$ cat src/rtl/uart_tx_if.sv
// Byte handshake between a producer and the UART transmitter.
// The master drives a byte plus its valid flag; the slave answers with ready.
interface uart_tx_if;
    logic [7:0] tx_data;
    logic       tx_data_valid;
    logic       tx_data_ready;

    modport master (
        output tx_data,
        output tx_data_valid,
        input  tx_data_ready
    );

    modport slave (
        input  tx_data,
        input  tx_data_valid,
        output tx_data_ready
    );
endinterface

$ cat src/rtl/uart_tx.sv
// 8N1 UART transmitter: accepts a byte on a valid/ready handshake and shifts it
// out LSB first with one start and one stop bit, CYCLE clocks per bit.
//
// state       | meaning
// S_IDLE      | line high, ready for a byte
// S_START     | start bit (low) on the line
// S_SEND_BYTE | data bits 0..7, LSB first
// S_STOP      | stop bit (high)
module uart_tx #(
    parameter int CLK_FRE   = 50,
    parameter int BAUD_RATE = 115200
) (
    input  logic       clk,
    input  logic       rst_n,
    uart_tx_if.slave   tx_bus,
    output logic       tx_pin
);

    localparam int          CYCLE    = CLK_FRE * 1000000 / BAUD_RATE;
    localparam logic [15:0] CYC_LAST = 16'(CYCLE - 1);

    typedef enum logic [1:0] {
        S_IDLE      = 2'd0,
        S_START     = 2'd1,
        S_SEND_BYTE = 2'd2,
        S_STOP      = 2'd3
    } state_t;

    state_t      r_state;
    state_t      w_next_state;
    logic [15:0] r_cycle_cnt;
    logic [2:0]  r_bit_cnt;
    logic [7:0]  r_shift;
    logic        r_tx_pin;
    logic        w_bit_end;
    logic        w_handshake;
    logic        w_cnt_clr;
    logic        w_pin_next;

    assign w_bit_end   = (r_cycle_cnt == CYC_LAST);
    assign w_handshake = (r_state == S_IDLE) && tx_bus.tx_data_valid;

    always_ff @(posedge clk or negedge rst_n) begin
        if (!rst_n) begin
            r_state <= S_IDLE;
        end else begin
            r_state <= w_next_state;
        end
    end

    always_comb begin
        w_next_state = r_state;
        w_pin_next   = 1'b1;
        case (r_state)
            S_IDLE: begin
                w_pin_next = 1'b1;
                if (tx_bus.tx_data_valid) begin
                    w_next_state = S_START;
                end
            end
            S_START: begin
                w_pin_next = 1'b0;
                if (w_bit_end) begin
                    w_next_state = S_SEND_BYTE;
                end
            end
            S_SEND_BYTE: begin
                w_pin_next = r_shift[0];
                if (w_bit_end && (r_bit_cnt == 3'd7)) begin
                    w_next_state = S_STOP;
                end
            end
            S_STOP: begin
                w_pin_next = 1'b1;
                if (w_bit_end) begin
                    w_next_state = S_IDLE;
                end
            end
            default: begin
                w_pin_next   = 1'b1;
                w_next_state = S_IDLE;
            end
        endcase
    end

    // Bit time restarts on any state change and at each data bit boundary.
    assign w_cnt_clr = (w_next_state != r_state) ||
                       ((r_state == S_SEND_BYTE) && w_bit_end);

    always_ff @(posedge clk or negedge rst_n) begin
        if (!rst_n) begin
            r_cycle_cnt <= 16'd0;
        end else if (w_cnt_clr) begin
            r_cycle_cnt <= 16'd0;
        end else begin
            r_cycle_cnt <= r_cycle_cnt + 16'd1;
        end
    end

    // Wraps 7 -> 0 on the same edge that leaves S_SEND_BYTE.
    always_ff @(posedge clk or negedge rst_n) begin
        if (!rst_n) begin
            r_bit_cnt <= 3'd0;
        end else if (r_state != S_SEND_BYTE) begin
            r_bit_cnt <= 3'd0;
        end else if (w_bit_end) begin
            r_bit_cnt <= r_bit_cnt + 3'd1;
        end
    end

    always_ff @(posedge clk or negedge rst_n) begin
        if (!rst_n) begin
            r_shift <= 8'h00;
        end else if (w_handshake) begin
            r_shift <= tx_bus.tx_data;
        end else if ((r_state == S_SEND_BYTE) && w_bit_end) begin
            r_shift <= {1'b0, r_shift[7:1]};
        end
    end

    // Line level is registered one clock behind the state so it never glitches.
    always_ff @(posedge clk or negedge rst_n) begin
        if (!rst_n) begin
            r_tx_pin <= 1'b1;
        end else begin
            r_tx_pin <= w_pin_next;
        end
    end

    assign tx_pin               = r_tx_pin;
    assign tx_bus.tx_data_ready = (r_state == S_IDLE);

endmodule
$ cat src/flat_wrapper.sv
// flat-port wrapper written by rule: the top's interface ports become plain ports
module uart_tx_flat 
#(
    parameter int CLK_FRE   = 50,
    parameter int BAUD_RATE = 115200
)
  (clk, rst_n, tx_pin, tx_bus_tx_data, tx_bus_tx_data_valid, tx_bus_tx_data_ready);
  uart_tx_if tx_bus_i ();
  input  logic clk;
  input  logic rst_n;
  output logic tx_pin;
  input wire logic [$bits(tx_bus_i.tx_data)-1:0] tx_bus_tx_data;
  input wire logic [$bits(tx_bus_i.tx_data_valid)-1:0] tx_bus_tx_data_valid;
  output wire logic [$bits(tx_bus_i.tx_data_ready)-1:0] tx_bus_tx_data_ready;
  assign tx_bus_i.tx_data = tx_bus_tx_data;
  assign tx_bus_i.tx_data_valid = tx_bus_tx_data_valid;
  assign tx_bus_tx_data_ready = tx_bus_i.tx_data_ready;
  uart_tx #(.CLK_FRE(CLK_FRE), .BAUD_RATE(BAUD_RATE)) u_core (.clk(clk), .rst_n(rst_n), .tx_bus(tx_bus_i), .tx_pin(tx_pin));
endmodule
$ cat config.mk
export PLATFORM = sky130hd
export DESIGN_NAME = uart_tx_flat
export DESIGN_NICKNAME = d
export VERILOG_FILES = /design/src/rtl/uart_tx_if.sv /design/src/rtl/uart_tx.sv /design/src/flat_wrapper.sv
export SDC_FILE = /design/constraint.sdc
export NUM_CORES = 1
export LEC_CHECK = 0
export ABC_AREA = 1
export CORE_ASPECT_RATIO = 1.2
export CORE_MARGIN = 2
export CORE_UTILIZATION = 62
export CTS_CLUSTER_DIAMETER = 200
export DETAILED_ROUTE_END_ITERATION = 16
export HOLD_SLACK_MARGIN = 0.02
export PLACE_DENSITY = 0.87
export SYNTH_ARGS = -nofsm -noshare
export SYNTH_HDL_FRONTEND = slang
export SYNTH_SLANG_ARGS = --single-unit
$ cat constraint.sdc
create_clock -name clk -period 3.2 [get_ports clk]
set_input_delay 0.64 -clock clk [delete_from_list [all_inputs] [get_ports clk]]
set_output_delay 0.64 -clock clk [all_outputs]
set_load 0.005 [all_outputs]
# Yosys cells after proc, flatten, opt, wreduce, memory -nomap -nowiden
# Index checks and enable logic that the tools add are counted.
# totals
reg_bits,30
output_inout_bits,2
input_bits,11
word_cells,33
# op_classes
reduce_logical,8
n_eq_ne,7
mux,11
add_sub_neg,2
# op_table
cell,count
$add A16 B1 Y16 const B,1
$eq A16 B9 Y1 const B,1
$mux W16,1
$mux W8,2
$mux W2,4
$pmux W2 S4,1
$mux W3,2
$eq A2 B2 Y1 const B,2
$reduce_bool A2 Y1,2
$add A3 B1 Y3 const B,1
$eq A3 B3 Y1 const B,1
$logic_and A1 B1 Y1,3
$pmux W1 S3,1
$eq A2 B1 Y1 const B,1
$logic_not A2 Y1,1
$ne A2 B2 Y1,1
$ne A2 B2 Y1 const B,1
$reduce_or A2 Y1,1
$logic_or A1 B1 Y1,1

# Longest topological paths before layout
# Gate-level depths: netlist of run 1.
# depth
word_depth,7
mapped_depth,16
mapped_depth_nobuf,15

# Least setup slack after synthesis of run 1
# Ideal clock, no wire load.
# synth_timing
path_type,reg-to-reg
startpoint,register u_core.r_cycle_cnt[1]
endpoint,register u_core.r_cycle_cnt[11]
synth_period_minus_slack_ns,1.664
path_buffers,1
path_slack_ns,1.536
arrival_ns,1.540
t_required_ns,3.077
setup_time_ns,0.123
stages_incl_launch_ff,17
path_cell_list,dfrtp_1 > inv_1 > ha_1 > inv_1 > nor2_1 > nand2_1 > nor2_2 > nand2_1 > nand2_1 > nand2_1 > nand2_1 > nand2_1 > nand2_1 > nand2_1 > nand2_4 > buf_6 > nor3_2
# synth_between
elab_chain_cells,7
word_cells_on_any_way,11
classes_between,add/sub (1); eq/ne (2); mux (5); reduce/logical (3)
# synth_lines
item,line,text
"start, declared",uart_tx.sv:31,logic [15:0] r_cycle_cnt;
"start signal, assigned",uart_tx.sv:96,r_cycle_cnt <= r_cycle_cnt + 16'd1;
$eq A16 B9 Y1,uart_tx.sv:40,assign w_bit_end = (r_cycle_cnt == CYC_LAST);
$logic_and A1 B1 Y1,uart_tx.sv:69,if (w_bit_end && (r_bit_cnt == 3'd7)) begin
$mux W2,uart_tx.sv:69,
$pmux W2 S4,uart_tx.sv:54,case (r_state)
$ne A2 B2 Y1,uart_tx.sv:87,assign w_cnt_clr = (w_next_state != r_state) ||
$logic_or A1 B1 Y1,uart_tx.sv:87,
$mux W16 *,uart_tx.sv:93,end else if (w_cnt_clr) begin
# Mark *: on every way between the ends. The rest lies on a longest branch, timed or not.
# A chain may end at the register's enable or synchronous reset.

# Final worst setup path of run 1
# layout_timing
startpoint,register u_core.r_state[0]
endpoint,output tx_bus_tx_data_ready
# layout_between
elab_chain_cells,1
# layout_lines
item,line,text
"start, declared",uart_tx.sv:29,state_t r_state;
"start signal, assigned",uart_tx.sv:47,r_state <= w_next_state;
$logic_not A2 Y1,uart_tx.sv:131,assign tx_bus.tx_data_ready = (r_state == S_IDLE);
"end, declared",flat_wrapper.sv:14,output wire logic [$bits(tx_bus_i.tx_data_ready)-1:0] tx_bus_tx_data_ready;
# No other way between the ends.

==> run_results.csv, run 1 <==
group,metric,value,unit
status,status,"complete, no violations",
clocking,cts_setup_buffers,0,
route,drtAntennaViolNets,0,
clocking,cts_resized,0,
timing,timing.fmax,0.422,GHz
power_and_ir_drop,intPower,757,µW
clocking,path_clk_slew,0.09,ns
floorplanning,die-area,3220,µm²
grt,antenna_found_initial,0,
power_and_ir_drop,p_per_area,698,nW/µm²
timing,finalSetupViolCount,0,
clocking,cts_tree,"built",
power_and_ir_drop,ir_drop,0.000530,V
final_layout,layout.nets,231,
route,via_per_inst,5.68,
worst_hold_path,hold_path.class,"register to register",
flow_run,drv_cap,0,
power_and_ir_drop,p_comb_share,44.8,%
timing,slew_headroom,67.1,%
place,dp_hpwl,2600,µm
timing,finClkSkew,0.00583,ns
synth,avgSynthCellArea,8.85,µm²
clocking,cts_root_buffer,"clkbuf_4",
place,numPortBuffers,12,
clocking,cts_sinks,30,
power_and_ir_drop,p_switching,590,µW
timing,grt_setup_unrepaired,"false",
worst_setup_path,crit_arrival,1.73,ns
synth,synth_top_area_share,42.0,%
worst_setup_path,crit_path_max_fanout,6,
final_layout,layout_commonest_cell,"nand2_1",
worst_setup_path,worstPathRequired,2.56,ns
route,drt_iter0_markers,25,
floorplanning,coreArea,2600,µm²
grt,grt_max_degree,31,
synth,ys_seq_elements,30,
synth,ys_types,26,
synth,netlist_instances,195,
place,place.gp.congestion,0.884,
route,vias,1397,
grt,grt_pass1_wl,6070,µm
floorplanning,initial_utilization,66.3,%
final_layout,area_growth,11.7,%
route,routed_wl,3500,µm
synth,synth-seq-area-share,43.6,%
worst_setup_path,crit_path_start_kind,"register",
place,place_ws,1.14,ns
power_and_ir_drop,p_clk_share,17.6,%
clocking,worstSkewPairLatency,0.34,ns
power_and_ir_drop,p_leak,0.000867,µW
final_layout,layout-drive-gt1-share,14.6,%
floorplanning,dieWidth,52.2,µm
route,drt-pass1-iter-count,6,
grt,globalRoute.totalOverflow,0,
floorplanning,num_rows,20,
grt,grtUsageTotal,26.2,%
power_and_ir_drop,switching_share,43.8,%
synth,synth_nets,214,
final_layout,antenna_cells,0,
clocking,cts-htree-levels,2,
route,routedWlPerCell,14.2,µm
final_layout,layout_common_cells,"nand2_1, dfrtp_1, inv_1",
synth,yosys_warnings,0,
clocking,clock_path_buffers,2,
final_layout,fin_util,74.1,%
timing,min_period_over_period,74.1,%
power_and_ir_drop,p_seq_share,37.6,%
route,drc,0,
power_and_ir_drop,power,1350,µW
timing,finalSetupTns,0,ns
clocking,cts_hold_buf,0,
timing,hold_violations,0,
timing,drv_slew,0,
timing,tightestPinTransition,0.489,ns
clocking,cts_buffers,5,
synth,syn_area,1730,µm²
floorplanning,ios,13,
synth,yosys.area.top_type,"dfrtp_1",
floorplanning,die_h,61.8,µm
synth,synthTopCellsByArea,"dfrtp_1, nand2_1, inv_1, xor2_1, ha_1",
worst_setup_path,path_class,"register to output pin",
timing,period_minus_slack,2.37,ns
worst_setup_path,cp-end-kind,"output pin",
timing,setup_ws,0.828,ns
grt,grt_pass1_vias,1436,
==> synthesized netlist by cell type (all sizes together) <==
library cell	n
a22o	2
xnor2	1
nand3	17
xor2	12
o221ai	6
nand4	6
o211ai	1
nor4	4
nor3	17
or2	1
buf	3
dfrtp	29
a21oi	1
inv	31
o21ai	3
nor2	15
nand2	37
ha	8
dfstp	1
==> stage by stage <==
stage,cell area [µm²],instances,hold slack [ns]
2_1_floorplan,1730,195,0.344
3_3_place_gp,1870,238,0.489
3_5_place_dp,1870,238,0.502
4_1_cts,1930,246,0.519
5_1_grt,1930,246,0.549
6_report,1930,246,0.512
==> kinds of logic (layout without fill, tap and decap cells) <==
kind of cell,count (synthesis),count (layout),synth area share [%]
simple gates,97,97,30.1
buf+inv,34,52,8.33
flops,30,30,43.6
compound gates,13,13,5.65
xor+xnor,13,13,6.59
fa+ha+maj,8,8,5.80
==> worst max-delay path, cell delays in order (launching register included) <==
cell	delay [ns]
dfrtp_1	0.45
inv_1	0.15
ha_1	0.27
clkdlybuf4s50_1	0.54
==> power by group through the flow <==
stage          registers, µW  clock network [µW]  logic, µW
6_report                 507                 237        603
5_1_grt                  517                 259        689
4_1_cts                  507                 244        608
3_5_place_dp             516                   0        600
3_3_place_gp             509                   0        572
2_1_floorplan            503                   0        511
==> cell type report <==
| class | instances | area, µm² |
|---|---|---|
| clock buffer | 7 | 55.1 |
| clock inverter | 1 | 5.00 |
| fill | 205 | 674 |
| inverter | 31 | 116 |
| multi-input combinational | 131 | 831 |
| sequential | 30 | 752 |
| tap | 33 | 41.3 |
| timing repair buffer | 13 | 128 |
==> registers in the layout, indices dropped and copies added, names as in the netlist <==
signal and count:
u_core.r_shift 8, u_core.r_state 2, u_core.r_bit_cnt 3, u_core.r_cycle_cnt 16, u_core.tx_pin 1
==> final timing paths <==
check                                                    to                             from  cells past startpoint  slack [ns]
setup / recovery                       tx_bus_tx_data_ready      u_core.r_state[0]$_DFF_PN0_                      3        0.83
hold / removal              u_core.r_bit_cnt[0]$_DFFE_PN0P_  u_core.r_bit_cnt[0]$_DFFE_PN0P_                      1        0.51
setup reg to reg            u_core.r_cycle_cnt[1]$_DFF_PN0_      u_core.r_state[1]$_DFF_PN0_                      8        1.25
hold reg to reg             u_core.r_bit_cnt[0]$_DFFE_PN0P_  u_core.r_bit_cnt[0]$_DFFE_PN0P_                      1        0.51
max in group asynchronous           u_core.tx_pin$_DFF_PN1_                            rst_n                      2        2.20
min in group asynchronous  u_core.r_cycle_cnt[12]$_DFF_PN0_                            rst_n                      2        0.68
==> layer usage <==
layer | global-route usage, % | vias to the layer above | part of all wire [%] | wire length (µm)
li1 | - | 676 | - | -
met4 | 13.6 | 0 | 3.1 | 109
met3 | 9.09 | 13 | 4.5 | 158
met1 | 25.4 | 668 | 38 | 1350
met2 | 49.2 | 40 | 54 | 1890
met5 | 0 | - | 0 | 0
Power figures use the tool's default switching activity.
==> inputs of run 2 (changes only) <==
CORE_UTILIZATION = 57   (was 62)
PLACE_DENSITY = 0.81   (was 0.87)
clock period = 2.23 ns   (was 3.2 ns; I/O delays follow)
==> run_results.csv, run 2 (same netlist as run 1, synthesis figures left out) <==
group,metric,value,unit
final_layout,area_growth,11.9,%
grt,grt_max_degree,31,
place,place_inst,239,
route,drt_iter0_markers,24,
worst_setup_path,reg2reg_from,"u_core.r_state[1]$_DFF_PN0_",
worst_setup_path,crit_chain,"inv_1 -> ha_2 -> clkdlybuf4s50_1",
timing,slew_headroom,74.2,%
final_layout,nFillCells,230,
clocking,clock_path_buffers,2,
worst_setup_path,critPathSlowestCell,"clkdlybuf4s50_1",
worst_setup_path,r2r-end,"u_core.r_cycle_cnt[3]$_DFF_PN0_",
timing,finalSetupTns,0,ns
worst_setup_path,path_class,"register to output pin",
timing,finClkSkew,0.00559,ns
final_layout,antenna_cells,0,
floorplanning,initial_utilization,60.8,%
worst_setup_path,crit_arrival,1.65,ns
final_layout,largest_reg_flops,16,
timing,hold_ws,0.496,ns
clocking,cts_buffers,5,
route,drc,0,
timing,period_minus_slack,2.09,ns
timing,finalSetupViolCount,0,
final_layout,seq_area,752,µm²
final_layout,reg_top3,"u_core.r_cycle_cnt (16), u_core.r_shift (8), u_core.r_bit_cnt (3)",
final_layout,layout-drive-gt1-share,15.5,%
timing,grt_setup_unrepaired,"false",
final_layout,fin_util,68.1,%
route,drtAntennaViolNets,0,
grt,globalRoute.totalOverflow,0,
place,numPortBuffers,12,
timing,min_period_over_period,93.9,%
clocking,cts_root_buffer,"clkbuf_4",
grt,antenna_found_initial,0,
final_layout,layout_common_cells,"nand2_1, dfrtp_1, inv_1",
worst_setup_path,worstSetupStartpoint,"u_core.r_state[1]$_DFF_PN0_",
floorplanning,ios,13,
worst_setup_path,cp-end-kind,"output pin",
floorplanning,dieWidth,54.2,µm
worst_setup_path,crit_path_max_fanout,6,
worst_setup_path,crit_end,"tx_bus_tx_data_ready",
worst_setup_path,crit_path_start_kind,"register",
clocking,cts_tree,"built",
clocking,cts-htree-levels,2,
clocking,worstSkewPairLatency,0.32,ns
route,via_per_inst,5.40,
route,vias,1335,
place,dp_hpwl,2370,µm
final_layout,layout_commonest_cell,"nand2_1",
worst_setup_path,rrSetupSlack,0.30,ns
floorplanning,coreArea,2840,µm²
final_layout,fin_cells,247,
power_and_ir_drop,p_leak,0.000865,µW
final_layout,multi_input_area,833,µm²
grt,grt_pass1_vias,1266,
power_and_ir_drop,p_per_area,1010,nW/µm²
timing,timing.fmax,0.478,GHz
place,place.gp.congestion,0.917,
floorplanning,die-area,3490,µm²
grt,grt_pass1_wl,5560,µm
route,routedWlPerCell,13.0,µm
worst_setup_path,r2r_cells,8,
timing,drv_slew,0,
timing,tightestPinTransition,0.384,ns
timing,hold_violations,0,
clocking,path_clk_slew,0.09,ns
floorplanning,num_rows,21,
final_layout,layout.nets,231,
grt,grtUsageTotal,21.8,%
route,routed_wl,3220,µm
status,status,"complete, no violations",
final_layout,regMostFlops,"u_core.r_cycle_cnt",
worst_setup_path,critPathMaxStageDelay,0.51,ns
worst_setup_path,worstPathRequired,1.78,ns
flow_run,drv_cap,0,
route,drt-pass1-iter-count,4,
worst_hold_path,hold_path.class,"input port to asynchronous set/reset pin",
power_and_ir_drop,ir_drop,0.000835,V
floorplanning,die_h,64.3,µm
clocking,cts_sinks,30,
run 2: changes by cell type in the layout (fill, tap and decap cells not counted):
cell / delta
inv_2: +1
inv_1: -1
ha_2: +1
ha_1: -1
run 2: repair_timing:
action | CTS | global route
hold buffers | 0 | 0
setup endpoints to repair | 0 | 1
hold endpoints to repair | 0 | 0
buffers inserted | 0 | 0
gates resized for setup | 0 | 2
run 2: layer usage:
metal  part of all wire, %  global-route usage [%]  vias up
met3                   3.8                    7.48        2
li1                      -                       -      676
met5                     0                       0        -
met2                    52                    35.7       38
met1                    43                    25.6      619
met4                  0.62                    8.13        0
run 2: cell type report:
type                            instances  share of cell area [%]
Timing Repair Buffer                   13                    6.61
Tap cell                               34                    2.20
Multi-Input combinational cell        131                    43.1
Sequential cell                        30                    38.9
Clock inverter                          1                   0.259
Clock buffer                            7                    2.85
Inverter                               31                    6.02
run 2: metrics by stage:
stage	setup WS, ns	instance area (µm²)	power (µW)
CTS	0.0372	1930	1940
global placement	0.400	1870	1570
global route	0.0289	1930	2100
floorplan	0.566	1730	1460
detailed placement	0.304	1870	1610
finish	0.137	1930	1940
run 2: worst max-delay path: cells and delay by family, from the launching register on:
family                   cells  cell delay [ns]
buffers and inverters        2             0.65
adder cells (fa/ha/maj)      1             0.24
flip-flops                   1             0.44
run 2: power by group:
| part | internal, µW | total, µW | switching [µW] |
|---|---|---|---|
| clock | 153 | 329 | 176 |
| sequential | 663 | 729 | 66.5 |
| combinational | 278 | 884 | 606 |
run 2: worst min path at each step:
| stage | endpoint | slack, ns | cells past startpoint |
|---|---|---|---|
| global route | u_core.r_cycle_cnt[0]$_DFF_PN0_ | 0.51 | 2 |
| detailed placement | u_core.r_bit_cnt[1]$_DFFE_PN0P_ | 0.50 | 1 |
| finish | u_core.r_cycle_cnt[8]$_DFF_PN0_ | 0.50 | 2 |
| CTS | u_core.r_cycle_cnt[6]$_DFF_PN0_ | 0.49 | 2 |
| floorplan | u_core.r_bit_cnt[0]$_DFFE_PN0P_ | 0.15 | 0 |
| global placement | u_core.r_cycle_cnt[0]$_DFF_PN0_ | 0.50 | 1 |
==> inputs of run 3 (changes only) <==
CTS_CLUSTER_DIAMETER = 60   (was 200)
==> results of run 3 <==
Final layout, timing and power as in run 2 (identical DEF).
